### config.mk
export PLATFORM = sky130hd
export DESIGN_NAME = sd_block_sequencer
export DESIGN_NICKNAME = d
export VERILOG_FILES = /design/src/rtl/sd_pkg.sv /design/src/rtl/sd_watchdog.sv /design/src/rtl/sd_block_sequencer.sv
export SDC_FILE = /design/constraint.sdc
export NUM_CORES = 1
export LEC_CHECK = 0
export BUFFER_PORTS_ARGS = -buffer_cell sky130_fd_sc_hd__buf_4
export CAP_MARGIN = 25
export CORE_ASPECT_RATIO = 0.8
export CORE_MARGIN = 2
export CORE_UTILIZATION = 45
export DETAILED_ROUTE_END_ITERATION = 8
export PLACE_DENSITY = 0.67
export SLEW_MARGIN = 20
export SYNTH_ARGS = -nofsm -noshare
export SYNTH_HDL_FRONTEND = slang
export SYNTH_SLANG_ARGS = --single-unit
### constraint.sdc
create_clock -name clk -period 5.5 [get_ports clk]
set_clock_uncertainty 0.15 [all_clocks]
set_input_delay 0.275 -clock clk [delete_from_list [all_inputs] [get_ports clk]]
set_output_delay 0.275 -clock clk [all_outputs]
set_load 0.1 [all_outputs]
### src/rtl/sd_pkg.sv
// Shared definitions for the SD block sequencer: manager opcodes, host op codes, FSM states.
package sd_pkg;

    // Disk manager command opcodes (cmd_word[23:16])
    localparam logic [7:0] MGR_NOP       = 8'd0;
    localparam logic [7:0] MGR_INIT      = 8'd1;
    localparam logic [7:0] MGR_BLOCK     = 8'd2;
    localparam logic [7:0] MGR_OREAD     = 8'd3;
    localparam logic [7:0] MGR_OWRITE    = 8'd4;
    localparam logic [7:0] MGR_READ      = 8'd5;
    localparam logic [7:0] MGR_WRITEBYTE = 8'd6;
    localparam logic [7:0] MGR_READBYTE  = 8'd7;
    localparam logic [7:0] MGR_CLOSE     = 8'd8;
    localparam logic [7:0] MGR_BIGBLOCK  = 8'd9;

    // Host request codes
    localparam logic [1:0] OP_INIT  = 2'd0;
    localparam logic [1:0] OP_READ  = 2'd1;
    localparam logic [1:0] OP_WRITE = 2'd2;
    localparam logic [1:0] OP_RSVD  = 2'd3;

    typedef enum logic [3:0] {
        ST_IDLE,
        ST_HI,
        ST_LO,
        ST_OPEN,
        ST_WAIT_OPEN,
        ST_XFER,
        ST_WAIT_XFER,
        ST_FETCH,
        ST_CLOSE,
        ST_WAIT_CLOSE,
        ST_FINISH
    } state_e;

    function automatic logic [23:0] mk_cmd(input logic [7:0] opc, input logic [15:0] arg);
        return {opc, arg};
    endfunction

endpackage

### src/rtl/sd_watchdog.sv
// Loadable down-counter that flags when a manager response has taken too long.
module sd_watchdog #(
    parameter int TIMEOUT = 1000000
) (
    input  logic clk,
    input  logic rst,
    input  logic restart,
    output logic expire
);

    localparam int CW = $clog2(TIMEOUT + 1);

    logic [CW-1:0] cnt_q, cnt_d;

    // Reload on every command strobe, otherwise count down and park at zero
    always_comb begin
        cnt_d = cnt_q;
        if (restart) begin
            cnt_d = CW'(TIMEOUT);
        end else if (cnt_q != '0) begin
            cnt_d = cnt_q - CW'(1);
        end
    end

    // Counter register
    always_ff @(posedge clk or posedge rst) begin
        if (rst) begin
            cnt_q <= '0;
        end else begin
            cnt_q <= cnt_d;
        end
    end

    assign expire = (cnt_q == '0);

endmodule

### src/rtl/sd_block_sequencer.sv
// Turns one host request (INIT / READ block / WRITE block) into the disk manager's
// command-word sequence, one command outstanding at a time. Each issue state is
// entered with its command strobe already registered, then falls into its wait state.
module sd_block_sequencer
    import sd_pkg::*;
#(
    parameter int  BLOCK_BYTES = 512,
    parameter int  TIMEOUT     = 1000000,
    localparam int IDX_W       = $clog2(BLOCK_BYTES)
) (
    input  logic             clk,
    input  logic             rst,
    input  logic             op_start,
    input  logic [1:0]       op_code,
    input  logic [23:0]      op_block,
    output logic             busy,
    output logic             op_done,
    output logic             op_err,
    output logic             rd_valid,
    output logic [7:0]       rd_data,
    output logic [IDX_W-1:0] byte_idx,
    output logic             wr_req,
    input  logic             wr_valid,
    input  logic [7:0]       wr_data,
    output logic [23:0]      cmd_word,
    output logic             cmd_start,
    input  logic             cmd_done,
    input  logic             res_valid,
    input  logic [7:0]       res_data
);

    state_e           state_q, state_d;
    logic [1:0]       op_q, op_d;
    logic [23:0]      blk_q, blk_d;
    logic [IDX_W-1:0] idx_q, idx_d;
    logic             busy_q, busy_d;
    logic             op_done_q, op_done_d;
    logic             op_err_q, op_err_d;
    logic             rd_valid_q, rd_valid_d;
    logic [7:0]       rd_data_q, rd_data_d;
    logic [IDX_W-1:0] byte_idx_q, byte_idx_d;
    logic             wr_req_q, wr_req_d;
    logic [23:0]      cmd_word_q, cmd_word_d;
    logic             cmd_start_q, cmd_start_d;
    logic             expire;
    logic             last_byte;
    logic             open_ack;

    assign last_byte = (idx_q == IDX_W'(BLOCK_BYTES - 1));
    // OWRITE completes through the result channel, everything else through cmd_done
    assign open_ack  = (op_q == OP_WRITE) ? res_valid : cmd_done;

    sd_watchdog #(.TIMEOUT(TIMEOUT)) u_wdog (
        .clk     (clk),
        .rst     (rst),
        .restart (cmd_start_d),
        .expire  (expire)
    );

    // Next-state and next-output logic for the request sequencer
    always_comb begin
        state_d     = state_q;
        op_d        = op_q;
        blk_d       = blk_q;
        idx_d       = idx_q;
        busy_d      = busy_q;
        op_done_d   = 1'b0;
        op_err_d    = 1'b0;
        rd_valid_d  = 1'b0;
        rd_data_d   = 8'h00;
        byte_idx_d  = byte_idx_q;
        wr_req_d    = wr_req_q;
        cmd_start_d = 1'b0;
        cmd_word_d  = 24'h000000;
        case (state_q)
            ST_IDLE: begin
                if (op_start) begin
                    op_d   = op_code;
                    blk_d  = op_block;
                    idx_d  = '0;
                    busy_d = 1'b1;
                    case (op_code)
                        OP_INIT: begin
                            state_d     = ST_OPEN;
                            cmd_start_d = 1'b1;
                            cmd_word_d  = mk_cmd(MGR_INIT, 16'h0000);
                        end
                        OP_READ, OP_WRITE: begin
                            state_d     = ST_HI;
                            cmd_start_d = 1'b1;
                            cmd_word_d  = mk_cmd(MGR_BIGBLOCK, {8'h00, op_block[23:16]});
                        end
                        default: begin
                            state_d   = ST_FINISH;
                            op_done_d = 1'b1;
                            op_err_d  = 1'b1;
                        end
                    endcase
                end
            end
            ST_HI: begin
                state_d     = ST_LO;
                cmd_start_d = 1'b1;
                cmd_word_d  = mk_cmd(MGR_BLOCK, blk_q[15:0]);
            end
            ST_LO: begin
                state_d     = ST_OPEN;
                cmd_start_d = 1'b1;
                cmd_word_d  = (op_q == OP_READ) ? mk_cmd(MGR_OREAD, 16'h0000)
                                                : mk_cmd(MGR_OWRITE, blk_q[15:0]);
            end
            ST_OPEN: begin
                state_d = ST_WAIT_OPEN;
            end
            ST_WAIT_OPEN: begin
                if (open_ack) begin
                    if (op_q == OP_INIT) begin
                        state_d   = ST_FINISH;
                        op_done_d = 1'b1;
                    end else if (op_q == OP_READ) begin
                        state_d     = ST_XFER;
                        cmd_start_d = 1'b1;
                        cmd_word_d  = mk_cmd(MGR_READ, 16'h0000);
                    end else begin
                        state_d = ST_FETCH;
                    end
                end else if (expire) begin
                    state_d   = ST_FINISH;
                    op_done_d = 1'b1;
                    op_err_d  = 1'b1;
                end
            end
            ST_XFER: begin
                state_d = ST_WAIT_XFER;
            end
            ST_WAIT_XFER: begin
                if (cmd_done) begin
                    if (op_q == OP_READ) begin
                        state_d     = ST_FETCH;
                        cmd_start_d = 1'b1;
                        cmd_word_d  = mk_cmd(MGR_READBYTE, 16'h0000);
                    end else if (last_byte) begin
                        state_d     = ST_CLOSE;
                        cmd_start_d = 1'b1;
                        cmd_word_d  = mk_cmd(MGR_CLOSE, 16'h0000);
                    end else begin
                        state_d = ST_FETCH;
                        idx_d   = idx_q + IDX_W'(1);
                    end
                end else if (expire) begin
                    state_d   = ST_FINISH;
                    op_done_d = 1'b1;
                    op_err_d  = 1'b1;
                end
            end
            ST_FETCH: begin
                if (op_q == OP_READ) begin
                    // READBYTE was strobed on entry; wait for its data
                    if (res_valid) begin
                        rd_valid_d  = 1'b1;
                        rd_data_d   = res_data;
                        byte_idx_d  = idx_q;
                        cmd_start_d = 1'b1;
                        if (last_byte) begin
                            state_d    = ST_CLOSE;
                            cmd_word_d = mk_cmd(MGR_CLOSE, 16'h0000);
                        end else begin
                            state_d    = ST_XFER;
                            idx_d      = idx_q + IDX_W'(1);
                            cmd_word_d = mk_cmd(MGR_READ, 16'h0000);
                        end
                    end else if (expire) begin
                        state_d   = ST_FINISH;
                        op_done_d = 1'b1;
                        op_err_d  = 1'b1;
                    end
                end else begin
                    // Host-paced: no watchdog while waiting for wr_valid
                    if (!wr_req_q) begin
                        wr_req_d   = 1'b1;
                        byte_idx_d = idx_q;
                    end else if (wr_valid) begin
                        wr_req_d    = 1'b0;
                        state_d     = ST_XFER;
                        cmd_start_d = 1'b1;
                        cmd_word_d  = mk_cmd(MGR_WRITEBYTE, {8'h00, wr_data});
                    end
                end
            end
            ST_CLOSE: begin
                state_d = ST_WAIT_CLOSE;
            end
            ST_WAIT_CLOSE: begin
                if (cmd_done) begin
                    state_d   = ST_FINISH;
                    op_done_d = 1'b1;
                end else if (expire) begin
                    state_d   = ST_FINISH;
                    op_done_d = 1'b1;
                    op_err_d  = 1'b1;
                end
            end
            ST_FINISH: begin
                state_d  = ST_IDLE;
                busy_d   = 1'b0;
                wr_req_d = 1'b0;
            end
            default: begin
                state_d = ST_IDLE;
                busy_d  = 1'b0;
            end
        endcase
    end

    // State and registered outputs; reset aborts any operation immediately
    always_ff @(posedge clk or posedge rst) begin
        if (rst) begin
            state_q     <= ST_IDLE;
            op_q        <= 2'b00;
            blk_q       <= 24'h000000;
            idx_q       <= '0;
            busy_q      <= 1'b0;
            op_done_q   <= 1'b0;
            op_err_q    <= 1'b0;
            rd_valid_q  <= 1'b0;
            rd_data_q   <= 8'h00;
            byte_idx_q  <= '0;
            wr_req_q    <= 1'b0;
            cmd_word_q  <= 24'h000000;
            cmd_start_q <= 1'b0;
        end else begin
            state_q     <= state_d;
            op_q        <= op_d;
            blk_q       <= blk_d;
            idx_q       <= idx_d;
            busy_q      <= busy_d;
            op_done_q   <= op_done_d;
            op_err_q    <= op_err_d;
            rd_valid_q  <= rd_valid_d;
            rd_data_q   <= rd_data_d;
            byte_idx_q  <= byte_idx_d;
            wr_req_q    <= wr_req_d;
            cmd_word_q  <= cmd_word_d;
            cmd_start_q <= cmd_start_d;
        end
    end

    assign busy      = busy_q;
    assign op_done   = op_done_q;
    assign op_err    = op_err_q;
    assign rd_valid  = rd_valid_q;
    assign rd_data   = rd_data_q;
    assign byte_idx  = byte_idx_q;
    assign wr_req    = wr_req_q;
    assign cmd_word  = cmd_word_q;
    assign cmd_start = cmd_start_q;

endmodule

## Word level (Yosys, flattened, before mapping)

Index checks and enable logic that the tools add are counted.

- $add $sub $neg: 2
- Eq/ne operators: 25
- Multiplexer cells: 80
- Bitwise gates (word level): 1
- Reductions and logical operators: 19

Operator list:

| cell | count |
|---|---|
| 20-bit 2-to-1 mux | 8 |
| 24-bit one-hot mux with 6 select lines | 1 |
| 19-bit 2-to-1 mux | 6 |
| 9-bit 2-to-1 mux | 9 |
| 4-bit 2-to-1 mux | 13 |
| 20-bit one-hot mux with 2 select lines | 1 |
| 4-bit one-hot mux with 10 select lines | 1 |
| 1-bit 2-to-1 mux | 29 |
| 9-bit one-hot mux with 3 select lines | 1 |
| 24-bit 2-to-1 mux | 1 |
| 8-bit 2-to-1 mux | 3 |
| 20-bit zero test | 1 |
| 20-bit nonzero test | 1 |
| 20-bit by 1-bit subtractor with 20-bit output (second input constant) | 1 |
| 4-bit by 3-bit == test with 1-bit output (second input constant) | 4 |
| 2-bit inequality test (second input constant) | 7 |
| 4-bit == test (second input constant) | 3 |
| 1-bit one-hot mux with 5 select lines | 2 |
| 9-bit by 1-bit adder with 9-bit output (second input constant) | 1 |
| 9-bit == test (second input constant) | 1 |
| 9-bit OR reduction | 1 |
| 4-bit by 2-bit == test with 1-bit output (second input constant) | 2 |
| 4-bit one-hot mux with 2 select lines | 1 |
| 3-bit inequality test (second input constant) | 2 |
| 17 further kinds | 27 |

- Register bits after elaboration: 98
- Bits of input ports: 48
- Logic and storage cells: 141

## Longest topological paths before layout

- Depth in word-level cells: 6
- Mapped depth: 12
- Depth with buffers taken out: 11

## By module

From an unflattened synthesis, not the netlist that was laid out.

- Cells, all modules: 499
- Area, all modules: 4815.9 um2

By module, submodules not included:

| module | times used | cells an instance | area each (um2) |
|---|---|---|---|
| sd_block_sequencer | 1 | 372 | 3539.6 |
| sd_watchdog | 1 | 127 | 1276.2 |

## Worst setup path before layout

OpenSTA, ideal clock, no wires.

- Path kind: reg-to-reg
- Start: register idx_q[0]
- End: register idx_q[3]
- Setup time: 0.127 ns
- Arrival: 2.346 ns
- Required time: 5.223 ns
- Path slack: 2.877 ns
- Stages on the path, launching flop included: 13
- Buffers on the path: 2
- Clock period less this slack: 2.623 ns
- Path through: dfrtp_1 -> ha_1 -> and3_1 -> and3_1 -> and3_1 -> ha_1 -> clkbuf_1 -> nand3b_1 -> a21oi_1 -> o21ai_1 -> clkbuf_1 -> o21ai_1 -> o31ai_2

- Cells in the longest elaborated chain, start to end: 5
- Elaborated cells on any way between the ends: 8
- Classes of those cells: add/sub: 1; eq/ne: 1; mux: 6

Ends and longest elaborated chain:

| item | line | RTL |
|---|---|---|
| start, declared | sd_block_sequencer.sv:35 | `logic [IDX_W-1:0] idx_q, idx_d;` |
| start signal, assigned | sd_block_sequencer.sv:235 | `idx_q <= idx_d;` |
| 9-bit by 1-bit adder with 9-bit output / 9-bit == test (equally long branches) | sd_block_sequencer.sv:148, sd_block_sequencer.sv:169, sd_block_sequencer.sv:49 |  |
| 9-bit 2-to-1 mux (*) | sd_block_sequencer.sv:142, sd_block_sequencer.sv:164 |  |
| 9-bit 2-to-1 mux, on equally long branches | sd_block_sequencer.sv:159, sd_block_sequencer.sv:138 |  |
| 9-bit 2-to-1 mux, on equally long branches | sd_block_sequencer.sv:157, sd_block_sequencer.sv:137 |  |
| 9-bit one-hot mux with 3 select lines (*) | sd_block_sequencer.sv:75 | `case (state_q)` |

Mark *: on every way between the ends. The rest lies on a longest branch, timed or not. The select of a mux whose other input is x is not followed.
A chain may end at the register's enable or synchronous reset.

## Final worst setup path

- Start: register idx_q[0]
- End: register idx_q[7]

Same word-level chain as after synthesis.

==> flow_metrics.py <==
metrics = {
    "placed_design": {
        "port_buffers": 90,
        "dp_hpwl_um": 7540,
        "dpl.cell_count": 682,
        "place_area_um2": 5400,
        "place_congestion": 0.923,
    },
    "hold_path": {
        "hold_depth": 3,
        "holdPathEnd": "cmd_word[1]",
        "hold_class": "in2reg",
        "min_from": "op_block[17]",
    },
    "grt": {
        "grt_use_met2_pct": 33.0,
        "grt.busiest_layer": "met2",
        "met3_usage_pct": 5.74,
        "grt_pass1_wl_um": 18700,
        "grt_usage_pct": 20.7,
        "gr-usage-met1_pct": 28.1,
        "grt_pass1_vias": 3843,
        "grt-ovfl-total": 0,
        "antenna_found_initial": 0,
        "grt_max_degree": 74,
    },
    "critical_path": {
        "reg2reg_slack_ns": 2.42,
        "path_max_fanout": 14,
        "timing.rr.end": "idx_q[7]",
        "reg2reg_from": "idx_q[0]",
        "crit_path_end_kind": "flip-flop",
        "critPathLaunch": "idx_q[0]",
        "crit_path_start_kind": "flip-flop",
        "cp_data_arrival_time_ns": 3.18,
        "critPathKind": "reg2reg",
        "worst_ep_required_time_ns": 5.60,
        "reg2regPathDepth": 10,
    },
    "power_and_ir_drop": {
        "p_clk_share_pct": 20.1,
        "finalPower_w": 0.00356,
        "vdd_drop_max_uv": 361,
        "leakagePower_nw": 2.88,
        "power_frac_seq_pct": 31.8,
        "p_per_area_nw_per_um2": 585,
        "p_int_w": 0.00186,
        "swShare_pct": 47.7,
        "p_comb_share_pct": 48.0,
        "power_switching_w": 0.00170,
    },
    "yosys": {
        "seq_area_frac_synth_pct": 50.2,
        "synth_cells": 480,
        "synth_seq_cells": 94,
        "ys_async_sr_fraction_pct": 100,
        "synth.area.top_cells": "dfrtp_1 (50%), nand2_1 (6.3%), and2_1 (2.4%), nor2_1 (2.0%), mux2_2 (1.9%)",
        "synthDominantCellAreaShare_pct": 50.2,
        "synth_commonest_cells": "dfrtp_1 (94), nand2_1 (79), nor2_1 (25)",
        "synth.most_common_cell": "dfrtp_1",
        "avgSynthCellArea_um2": 9.76,
        "yosysWarnings": 0,
        "synth-edff-count": 0,
        "synth_area_leader_cell": "dfrtp_1",
        "synth.distinct_cells": 72,
        "synth_ff_type": "dfrtp_1",
        "synth_area_um2": 4680,
    },
    "layout": {
        "fin_cells": 729,
        "final_cell_area_um2": 6080,
        "diodes": 0,
        "area_delta_synth_final_pct": 29.8,
        "finalNetCount": 636,
        "layout-drive-gt1-share_pct": 23.1,
    },
    "sta": {
        "finalCritPeriodShare_pct": 55.9,
        "whs_ns": 0.0185,
        "drv_slew": 0,
        "fmax_mhz": 325,
        "worst_slew_pin_slew_ns": 0.891,
        "setup_viol": 0,
        "rsz0062_at_grt": "false",
        "setup_tns_ns": 0,
        "hold_viol": 0,
        "layout_min_cycle_time_ns": 3.08,
        "max_slew_margin_pct": 40.6,
    },
    "clock_network": {
        "clk_pin_slew_ns": 0.06,
        "cts_max_level": 3,
        "numCtsBuffers": 9,
        "clock_sinks": 94,
        "post_cts_buffers": 0,
        "cts_root_buf": "clkbuf_16",
        "clockBufferDepth": 2,
        "cts_tree": "yes",
        "clk-insertion-delay-late_ns": 0.34,
        "cts.repair.resized": 0,
    },
    "drt": {
        "vias": 3971,
        "wl_per_cell_um": 15.4,
        "vias_per_cell": 5.45,
        "drt_iter0_markers": 314,
        "wirelength_um": 11300,
        "first_pass_iters": 6,
        "drc": 0,
        "antenna_left": 0,
    },
    "floorplan": {
        "die_w_um": 118,
        "dieArea_um2": 11200,
        "dieHeight_um": 95.2,
        "core_um2": 10200,
        "row_count": 33,
        "pin_count": 95,
        "initial_utilization_pct": 45.9,
    },
    "job": {
        "drv_cap": 0,
    },
    "outcome": {
        "status": "complete, no violations",
    },
}
[cells in the final DEF, fill, tap and decap left out, types with 5 or more instances in the layout]
cell type and count:
xnor2_1 7, nand2b_1 10, nor2_1 25, nand3_1 10
o211ai_1 6, a21oi_1 17, nor3_1 5, a222oi_1 8
or3_1 8, o21ai_1 14, clkbuf_16 9, and2_1 18
nand2_1 79, and3_1 7, buf_4 92, dfrtp_1 94
o31ai_1 8, mux2_2 8, dlygate4sd3_1 28, o21ai_0 14
inv_1 15, nor2b_1 7, nor4_1 6
[cells by family after synthesis]
logic type      share of synthesized area [%]
compound gates                           15.5
xor+xnor                                 1.87
fa+ha+maj                                1.07
buf+inv                                  4.76
flops                                    50.2
mux                                      3.02
other cells                            0.0801
simple gates                             23.5
[how the worst max path moves through the flow]
stage | end | cells past startpoint
after floorplan | blk_q[0] | 1
after detailed placement | idx_q[3] | 10
after global routing | u_wdog.cnt_q[7] | 6
after global placement | idx_q[3] | 10
after CTS | idx_q[7] | 10
final | idx_q[7] | 10
[area by class of cell]
cell class	instances	area (um2)
Fill cell	869	4120
Multi-Input combinational cell	340	2120
Sequential cell	94	2350
Tap cell	140	175
Clock inverter	5	105
Inverter	17	65.1
Timing Repair Buffer	122	1010
Clock buffer	11	253
[per-layer routing]
metal / vias to the layer above / wire, um
li1: 1900 / -
met1: 1901 / 5170
met2: 159 / 5140
met3: 11 / 850
met4: 0 / 99
met5: - / 0
[power groups by stage]
| stage | registers, W | clock network, W | logic, W |
|---|---|---|---|
| final | 0.00113 | 0.000717 | 0.00171 |
| after global routing | 0.00117 | 0.000767 | 0.00183 |
| after CTS | 0.00113 | 0.000737 | 0.00169 |
| after detailed placement | 0.00114 | 0 | 0.00167 |
| after global placement | 0.00113 | 0 | 0.00165 |
| after floorplan | 0.00162 | 0 | 0.000827 |
[timing repair]
| action | 4_1_cts | 5_1_grt |
|---|---|---|
| setup endpoints to repair | 0 | 0 |
| hold buffers | 27 | 1 |
| hold endpoints to repair | 47 | 1 |
[metrics by stage]
stage,worst slack [ns],util (%)
floorplan,2.63,-
global placement,2.55,52.9
detailed placement,2.45,52.9
CTS,2.41,59.1
global route,2.18,59.6
finish,2.42,59.6
[registers in the layout (all words and copies together), names as in the netlist]
register	flops
wr_req	1
byte_idx	9
op_err	1
op_done	1
cmd_start	1
busy	1
rd_valid	1
u_wdog.cnt_q	20
cmd_word	20
rd_data	8
idx_q	9
state_q	4
op_q	2
blk_q	16
[worst max-delay path, stage by stage, from the launching register on]
cell	delay, ns
dfrtp_1	0.42
ha_1	0.24
and3_1	0.21
and3_1	0.21
and3_1	0.19
ha_1	0.32
nand3b_1	0.21
a21oi_1	0.15
o21ai_1	0.29
or3_1	0.44
a21oi_1	0.15
(Power assumes the default switching activity.)
